[config.mk]
export PLATFORM = sky130hd
export DESIGN_NAME = usb_tx_serializer
export DESIGN_NICKNAME = d
export VERILOG_FILES = /design/src/rtl/usb_tx_pkg.sv /design/src/rtl/usb_tx_serializer_nrzi_bit_stuffer.sv /design/src/rtl/usb_tx_serializer.sv
export SDC_FILE = /design/constraint.sdc
export NUM_CORES = 1
export LEC_CHECK = 0
export BUFFER_PORTS_ARGS = -buffer_cell sky130_fd_sc_hd__buf_2
export CAP_MARGIN = 10
export CORE_ASPECT_RATIO = 0.5
export CORE_MARGIN = 4
export CORE_UTILIZATION = 55
export DETAILED_ROUTE_END_ITERATION = 10
export PLACE_DENSITY = 0.76
export SYNTH_ARGS = -nofsm -noshare
export SYNTH_HDL_FRONTEND = slang
export SYNTH_SLANG_ARGS = --single-unit
[constraint.sdc]
create_clock -name clock -period 3.2 [get_ports clock]
set_input_delay 0.64 -clock clock [delete_from_list [all_inputs] [get_ports clock]]
set_output_delay 0.64 -clock clock [all_outputs]
set_load 0.02 [all_outputs]
[src/rtl/usb_tx_pkg.sv]
// Shared types and constants for the USB2 HS transmit serializer.
package usb_tx_pkg;

  // SYNC goes out LSB-first, so the raw bit stream is 0000_0001.
  localparam logic [7:0] SYNC_BYTE      = 8'h80;
  localparam int         STUFF_LEN      = 6;
  localparam int         EOP_SE0_CYCLES = 2;
  localparam int         ABORT_ONES     = 7;

  localparam logic LINE_J = 1'b1;
  localparam logic LINE_K = 1'b0;

  // Ones counter must be able to hold STUFF_LEN itself (the "stuff due" value).
  localparam int STUFF_CNT_W = $clog2(STUFF_LEN + 1);

  // One down-counter-ish register serves both ABORT and EOP_SE0 timing.
  localparam int AUX_MAX = (ABORT_ONES > EOP_SE0_CYCLES) ? ABORT_ONES : EOP_SE0_CYCLES;
  localparam int AUX_W   = $clog2(AUX_MAX);

  typedef enum logic [2:0] {
    ST_IDLE,
    ST_SYNC,
    ST_DATA,
    ST_ABORT,
    ST_EOP_SE0,
    ST_EOP_J
  } tx_state_e;

  // Registered control outputs of the serializer.
  typedef struct packed {
    logic tx_ready;
    logic se0;
    logic oe;
    logic busy;
    logic tx_underrun;
  } tx_ctl_t;

endpackage

[src/rtl/usb_tx_serializer_nrzi_bit_stuffer.sv]
// NRZI encoder with bit stuffing. The level register is the line level
// for the cycle after a bit is pushed; stall tells the shifter that the
// next pushed slot will be consumed by a stuffed 0 instead of its raw bit.
module nrzi_bit_stuffer
  import usb_tx_pkg::*;
(
  input  logic clock,
  input  logic reset,
  input  logic clear,
  input  logic bit_valid,
  input  logic bit_raw,
  output logic level,
  output logic stall
);

  logic [STUFF_CNT_W-1:0] ones_q;

  assign stall = (ones_q == STUFF_CNT_W'(STUFF_LEN));

  // Line level and run-length of raw ones; a stuffed 0 or raw 0 toggles.
  always_ff @(posedge clock) begin
    if (reset || clear) begin
      level  <= LINE_J;
      ones_q <= '0;
    end else if (bit_valid) begin
      if (stall || !bit_raw) begin
        level  <= ~level;
        ones_q <= '0;
      end else begin
        ones_q <= ones_q + STUFF_CNT_W'(1);
      end
    end
  end

endmodule

[src/rtl/usb_tx_serializer.sv]
// USB2 HS transmit serializer: SYNC, bit stuffing, NRZI, EOP.
// state_q describes what is on the line during the current cycle; the
// output block decodes the next state so every output leaves a flop.
module usb_tx_serializer
  import usb_tx_pkg::*;
(
  input  logic       clock,
  input  logic       reset,
  input  logic       tx_valid,
  input  logic [7:0] tx_data,
  input  logic       tx_last,
  output logic       tx_ready,
  output logic       data_out,
  output logic       se0,
  output logic       oe,
  output logic       busy,
  output logic       tx_underrun
);

  tx_state_e        state_q, state_d;
  logic [7:0]       shreg_q, shreg_d;     // remaining raw bits of current byte
  logic [3:0]       bit_cnt_q, bit_cnt_d; // raw bits of current byte already on the line
  logic             last_q, last_d;
  logic [AUX_W-1:0] aux_q, aux_d;         // ABORT / EOP_SE0 cycle count

  logic    push, push_bit, stall, clear;
  logic    ready_d, underrun_d;
  tx_ctl_t ctl_q, ctl_d;

  // State and datapath registers.
  always_ff @(posedge clock) begin
    if (reset) begin
      state_q   <= ST_IDLE;
      shreg_q   <= '0;
      bit_cnt_q <= '0;
      last_q    <= 1'b0;
      aux_q     <= '0;
    end else begin
      state_q   <= state_d;
      shreg_q   <= shreg_d;
      bit_cnt_q <= bit_cnt_d;
      last_q    <= last_d;
      aux_q     <= aux_d;
    end
  end

  // Next-state and bit-slot selection for the coming cycle.
  always_comb begin
    state_d    = state_q;
    shreg_d    = shreg_q;
    bit_cnt_d  = bit_cnt_q;
    last_d     = last_q;
    aux_d      = aux_q;
    push       = 1'b0;
    push_bit   = 1'b0;
    ready_d    = 1'b0;
    underrun_d = 1'b0;
    unique case (state_q)
      ST_IDLE: begin
        // Byte stays on the bus; it is taken at the SYNC bit-7 handshake.
        if (tx_valid) begin
          state_d   = ST_SYNC;
          push      = 1'b1;
          push_bit  = SYNC_BYTE[0];
          shreg_d   = SYNC_BYTE >> 1;
          bit_cnt_d = 4'd1;
          last_d    = 1'b0;
        end
      end
      ST_SYNC, ST_DATA: begin
        if (bit_cnt_q != 4'd8) begin
          push = 1'b1;
          if (!stall) begin
            push_bit  = shreg_q[0];
            shreg_d   = shreg_q >> 1;
            bit_cnt_d = bit_cnt_q + 4'd1;
            // Ready rides with bit 7 so a stuff bit ahead of it delays it too.
            ready_d   = (bit_cnt_q == 4'd7) && !last_q;
          end
        end else if (last_q) begin
          // A stuff bit owed after the final data bit still goes out.
          if (stall) begin
            push = 1'b1;
          end else begin
            state_d = ST_EOP_SE0;
            aux_d   = '0;
          end
        end else if (tx_valid) begin
          // tx_ready is high this cycle: handshake and start the next byte.
          state_d = ST_DATA;
          last_d  = tx_last;
          push    = 1'b1;
          if (stall) begin
            shreg_d   = tx_data;
            bit_cnt_d = 4'd0;
          end else begin
            push_bit  = tx_data[0];
            shreg_d   = tx_data >> 1;
            bit_cnt_d = 4'd1;
          end
        end else begin
          state_d    = ST_ABORT;
          aux_d      = '0;
          underrun_d = 1'b1;
        end
      end
      ST_ABORT: begin
        // Raw ones with no stuffing: simply hold the NRZI level.
        if (aux_q == AUX_W'(ABORT_ONES - 1)) begin
          state_d = ST_EOP_SE0;
          aux_d   = '0;
        end else begin
          aux_d = aux_q + AUX_W'(1);
        end
      end
      ST_EOP_SE0: begin
        if (aux_q == AUX_W'(EOP_SE0_CYCLES - 1)) state_d = ST_EOP_J;
        else                                     aux_d   = aux_q + AUX_W'(1);
      end
      ST_EOP_J: state_d = ST_IDLE;  // forces at least one idle cycle
      default:  state_d = ST_IDLE;
    endcase
  end

  // Output decode from the next state.
  always_comb begin
    ctl_d             = '0;
    ctl_d.oe          = (state_d != ST_IDLE);
    ctl_d.busy        = (state_d != ST_IDLE);
    ctl_d.se0         = (state_d == ST_EOP_SE0);
    ctl_d.tx_ready    = ready_d;
    ctl_d.tx_underrun = underrun_d;
  end

  // Output registers.
  always_ff @(posedge clock) begin
    if (reset) ctl_q <= '0;
    else       ctl_q <= ctl_d;
  end

  assign tx_ready    = ctl_q.tx_ready;
  assign se0         = ctl_q.se0;
  assign oe          = ctl_q.oe;
  assign busy        = ctl_q.busy;
  assign tx_underrun = ctl_q.tx_underrun;

  // EOP and idle drive J and restart the ones count for the next packet.
  assign clear = (state_d == ST_IDLE) || (state_d == ST_EOP_SE0) || (state_d == ST_EOP_J);

  nrzi_bit_stuffer u_stuff (
    .clock     (clock),
    .reset     (reset),
    .clear     (clear),
    .bit_valid (push),
    .bit_raw   (push_bit),
    .level     (data_out),
    .stall     (stall)
  );

endmodule

# After elaboration in Yosys (flattened, before gate mapping)

Cells that the tools add are included.

Register bits: 27
Bits in latches: 0
Bits in writable memories: 0
Bits in read-only memories: 0
Input bits: 12
Output and inout bits: 6
Memories kept: 0

$add $sub $neg: 3
Multiply operators: 0
Div/mod/pow operators: 0
Order comparisons: 0
Equal/unequal tests: 19
Shifts and indexed selects: 0
Mux-type cells: 47
Bitwise gates (word level): 3
Reduce and logical (&&, ||, !) cells: 19

Operator list:

| kind                                                 | number |
|---|---|
| 2-to-1 mux 8 bit                                     | 6 |
| 2-to-1 mux 3 bit                                     | 13 |
| 2-to-1 mux 4 bit                                     | 5 |
| 2-to-1 mux 1 bit                                     | 17 |
| one-hot mux 8 bit (2 select lines)                   | 1 |
| equality test 3 bit (second input constant)          | 5 |
| inequality test 3 bit (second input constant)        | 5 |
| one-hot mux 3 bit (4 select lines)                   | 1 |
| AND reduction 5 bit                                  | 2 |
| one-hot mux 3 bit (3 select lines)                   | 1 |
| one-hot mux 4 bit (2 select lines)                   | 1 |
| OR reduction 4 bit                                   | 2 |
| adder 3 x 1 -> 3 bit (second input constant)         | 2 |
| equality test 3 x 1 -> 1 bit (second input constant) | 2 |
| equality test 3 x 2 -> 1 bit (second input constant) | 2 |
| zero test 3 bit                                      | 2 |
| inequality test 2 bit (second input constant)        | 3 |
| nonzero test 3 bit                                   | 2 |
| adder 4 x 1 -> 4 bit (second input constant)         | 1 |
| equality test 4 x 3 -> 1 bit (second input constant) | 1 |
| logical OR 1 bit                                     | 4 |
| inequality test 4 bit (second input constant)        | 1 |
| one-hot mux 1 bit (2 select lines)                   | 2 |
| NOT 1 bit                                            | 3 |
| 6 further kinds                                      | 7 |

# Longest topological paths before layout

Word-level depth: 9
Depth in mapped cells: 9
Mapped depth without buffers: 7

# Cells and area by module

Synthesis repeated with hierarchy kept, for this count alone.

Cells, all modules: 202
Area total of the unflattened synthesis: 1,821.7 um^2

Modules (own cells, without submodules):

| module            | times used | cells an instance | area each (um^2) | seq. area each (um^2) |
|---|---|---|---|---|
| usb_tx_serializer | 1          | 180               | 1,609.0          | 460.4 |
| nrzi_bit_stuffer  | 1          | 22                | 212.7            | 80.1 |

# Worst setup path after synthesis

OpenSTA, ideal clock, no wires.

Path type: flip-flop to flip-flop
Start point: register bit_cnt_q[0]
End point: register u_stuff.level
Setup time: 127 ps
Data arrival time: 1,725 ps
Required time: 3,073 ps
Slack: 1,348 ps
Cell stages (with the launch flop): 8
Clock period less this slack: 1,852 ps
Cells stage by stage: dfxtp_1 > inv_1 > ha_1 > nand3b_1 > nor3_1 > a311oi_1 > o31ai_1 > or3b_1

Word-level cells in the longest chain between the ends: 7

RTL lines:

| item                                                          | RTL line                                 | RTL |
|---|---|---|
| start: declaration                                            | usb_tx_serializer.sv:22                  | `logic [3:0] bit_cnt_q, bit_cnt_d;` |
| start signal: assignment                                      | usb_tx_serializer.sv:41                  | `bit_cnt_q <= bit_cnt_d;` |
| inequality test 4 bit *                                       | usb_tx_serializer.sv:71                  | `if (bit_cnt_q != 4'd8) begin` |
| 2-to-1 mux 3 bit                                              | usb_tx_serializer.sv:71                  |  |
| one-hot mux 3 bit (4 select lines)                            | usb_tx_serializer.sv:58                  | `unique case (state_q)` |
| equality test 3 bit / zero test 3 bit (equally long branches) | usb_tx_serializer.sv:148                 | `assign clear = (state_d == ST_IDLE) \|\| (state_d == ST_EOP_SE0) \|\| (state_d == ST_EOP_J);` |
| logical OR 1 bit (2 in a row)                                 | usb_tx_serializer.sv:148                 |  |
| logical OR 1 bit                                              | usb_tx_serializer_nrzi_bit_stuffer.sv:22 | `if (reset \|\| clear) begin` |
| end signal: assignment                                        | usb_tx_serializer_nrzi_bit_stuffer.sv:27 | `level <= ~level;` |
| end: declaration                                              | usb_tx_serializer_nrzi_bit_stuffer.sv:12 | `output logic level,` |

Mark *: on every way between the ends. The rest lies on a longest branch, timed or not.
A chain may end at the register's enable or synchronous reset.

# Final worst setup path

Ends and elaborated chain as after synthesis.

==> run summary <==
Final setup viols: 0
CP Launch Point: bit_cnt_q[0]
Min-Delay Path Class: register to register
post_cts resized: 0
worst r2r src: bit_cnt_q[0]
GRT met2 Usage: 32.8%
port buffer count: 17
Post-CTS Setup Bufs: 0
routability congestion estimate: 0.865
DR WL/cell: 13.6 um
largest net degree at the start of global routing: 22
Critical Path Source Type: register
sequential area share after synthesis: 33.6%
detailed placement HPWL: 2550 um
vias in the first global route: 1329
Max Buffers Root-to-Sink: 2
Routed WL: 3380 um
Crit Path Category: register to register
CP max FO: 20
CTS sink count: 27
die area: 0.00390 mm2
Crit. End Element: register
DRC Markers: 0
met3 Usage GRT: 5.36%
hold path start: shreg_q[0]
post-synth cell types: 55
Rows: 13
outcome: finished, final reports clean
placed cell areas: 0.00168 mm2
leading register cell type out of synthesis: dfxtp_1
share of cells above drive strength 1: 15.2%
Setup Total Neg Slack: 0 ns
Max-slew headroom: 55.3%
critical path endpoint: u_stuff.level
YS warnings: 0
EDFF count, synth: 0
initial antenna violation count: 0
Congestion Overflow GR: 0
CTS buffer count: 3
die height: 46.2 um
CP required: 3.36 ns
register bit total from synthesis: 27
total power: 0.623 mW
minimum clock period: 2.37 ns
Clk pin slew, worst setup/hold paths: 0.09 ns
Fin. Hold Viols: 0
Final Util: 64.1%
chip width: 84.5 um
drt pass-1 iters: 4
routing usage on met1: 25.2%
core region area: 0.00268 mm2
H-tree Lvls: 1
Routed Antenna Nets: 0
most frequent cells in the layout: nand2_1, dfxtp_1, buf_2
vias: 1472
Tcrit/Tclk final: 74.1%
reg-to-reg endpoint: u_stuff.level
Synth Area per Inst: 8.00 um2
Max Cap Viol: 0
hold_buf cts: 0
final net count: 231
FMAX: 0.422 GHz
skew final: 0.00139 ns
Post-Synthesis Cells: 201
initial DRC count: 159
CTS tree: yes
post-route cell area: 0.00172 mm2
global router's overall resource usage: 19.3%
Post-Syn Area: 0.00161 mm2
Clock Tree Root: clkbuf_8
Via density: 5.94
crit path DAT: 2.53 ns
commonest non-fill, non-tap cell in the layout: nand2_1
# diodes: 0
worst-margin pin slew: 0.670 ns
Lkg Pwr: 0.654 nW
first-pass GRT wire length: 5950 um
Mapped Nets: 220
Slew Limit Fails: 0
GR peak layer: met2
RSZ-0062 raised after global routing: no
area grow syn2layout: 7.00%
I/O pin count: 18
FF-to-FF path depth: 7
Post-synth ARST share: 0%
r2r setup slk: 0.83 ns
Clock Latency Late Sink: 0.27 ns
Starting Density: 59.9%
VDD IR max: 247 uV
PwrDens: 362 mW/mm2
[cells by family after synthesis]
group	after synthesis	share of synthesized area (%)
DFF	27	33.6
AOI/OAI and AO/OA	48	21.0
buffers and inverters	22	7.00
and+or+nand+nor	91	28.8
xor gates and xnor gates	2	1.56
adders and majority gates	7	5.45
muxes	4	2.57
[power breakdown]
part | switching (mW) | internal [mW] | total [mW] | leakage, nW
registers | 0.00742 | 0.343 | 0.351 | 0.219
logic | 0.0486 | 0.0303 | 0.0789 | 0.412
clock network | 0.104 | 0.0893 | 0.194 | 0.0228
[synthesized netlist by cell type, types with 2 or more instances]
| master | number | area share (%) |
|---|---|---|
| nand2b_1 | 3 | 1.2 |
| and3b_1 | 3 | 1.6 |
| and2_1 | 2 | 0.78 |
| o2111ai_1 | 7 | 3.8 |
| nor2_1 | 16 | 3.7 |
| nand2_1 | 32 | 7.5 |
| o21ai_0 | 4 | 1.2 |
| buf_4 | 3 | 1.4 |
| nand3_1 | 10 | 3.1 |
| inv_1 | 8 | 1.9 |
| nor3_1 | 6 | 1.9 |
| nor3b_1 | 3 | 1.4 |
| and3_1 | 2 | 0.78 |
| clkbuf_1 | 5 | 1.2 |
| a31oi_1 | 7 | 2.7 |
| ha_1 | 7 | 5.4 |
| a21oi_1 | 13 | 4.0 |
| dfxtp_1 | 27 | 34 |
| mux2i_1 | 3 | 1.9 |
| buf_2 | 3 | 0.93 |
| nand4_1 | 2 | 0.78 |
| buf_6 | 2 | 1.4 |
[worst min-delay path by stage]
stage / cells past startpoint / endpoint / slack, ns
finish: 2 / shreg_q[0] / 0.46
global route: 2 / shreg_q[4] / 0.50
CTS: 2 / shreg_q[0] / 0.46
detailed placement: 2 / shreg_q[0] / 0.45
global placement: 2 / shreg_q[5] / 0.44
floorplan: 2 / shreg_q[1] / 0.43
[layer usage]
| metal | part of all wire (%) | vias to the layer above |
|---|---|---|
| met1 | 48 | 679 |
| met4 | 0.68 | 0 |
| met3 | 7.0 | 4 |
| met2 | 44 | 41 |
| met5 | 0 | - |
| li1 | - | 748 |
[flip-flops by register name (all words and copies together), names as in the netlist]
register        flops
busy                1
u_stuff.level       1
tx_underrun         1
bit_cnt_q           4
state_q             3
aux_q               3
se0                 1
u_stuff.ones_q      3
tx_ready            1
last_q              1
shreg_q             8
[final cells by class]
type	instances	area, um2
Tap cell	37	46.3
Fill cell	248	963
Multi-Input combinational cell	152	955
Sequential cell	27	541
Timing Repair Buffer	19	100
Clock buffer	4	45.0
Inverter	9	33.8
[through the flow]
step / setup WS [ns] / hold WS, ns / instances
after floorplan: 1.35 / 0.432 / 201
after global placement: 0.972 / 0.439 / 244
after detailed placement: 0.870 / 0.445 / 244
after CTS: 0.844 / 0.461 / 248
after global routing: 0.605 / 0.499 / 248
final: 0.828 / 0.461 / 248
[worst max-delay path, cell delays in order (launching register included)]
cell      delay, ns
dfxtp_1        0.35
inv_1          0.09
ha_1           0.18
and3b_1        0.60
nand4b_1       0.19
a211oi_2       0.41
nor3_1         0.08
or3b_1         0.35
(Power assumes the default switching activity.)
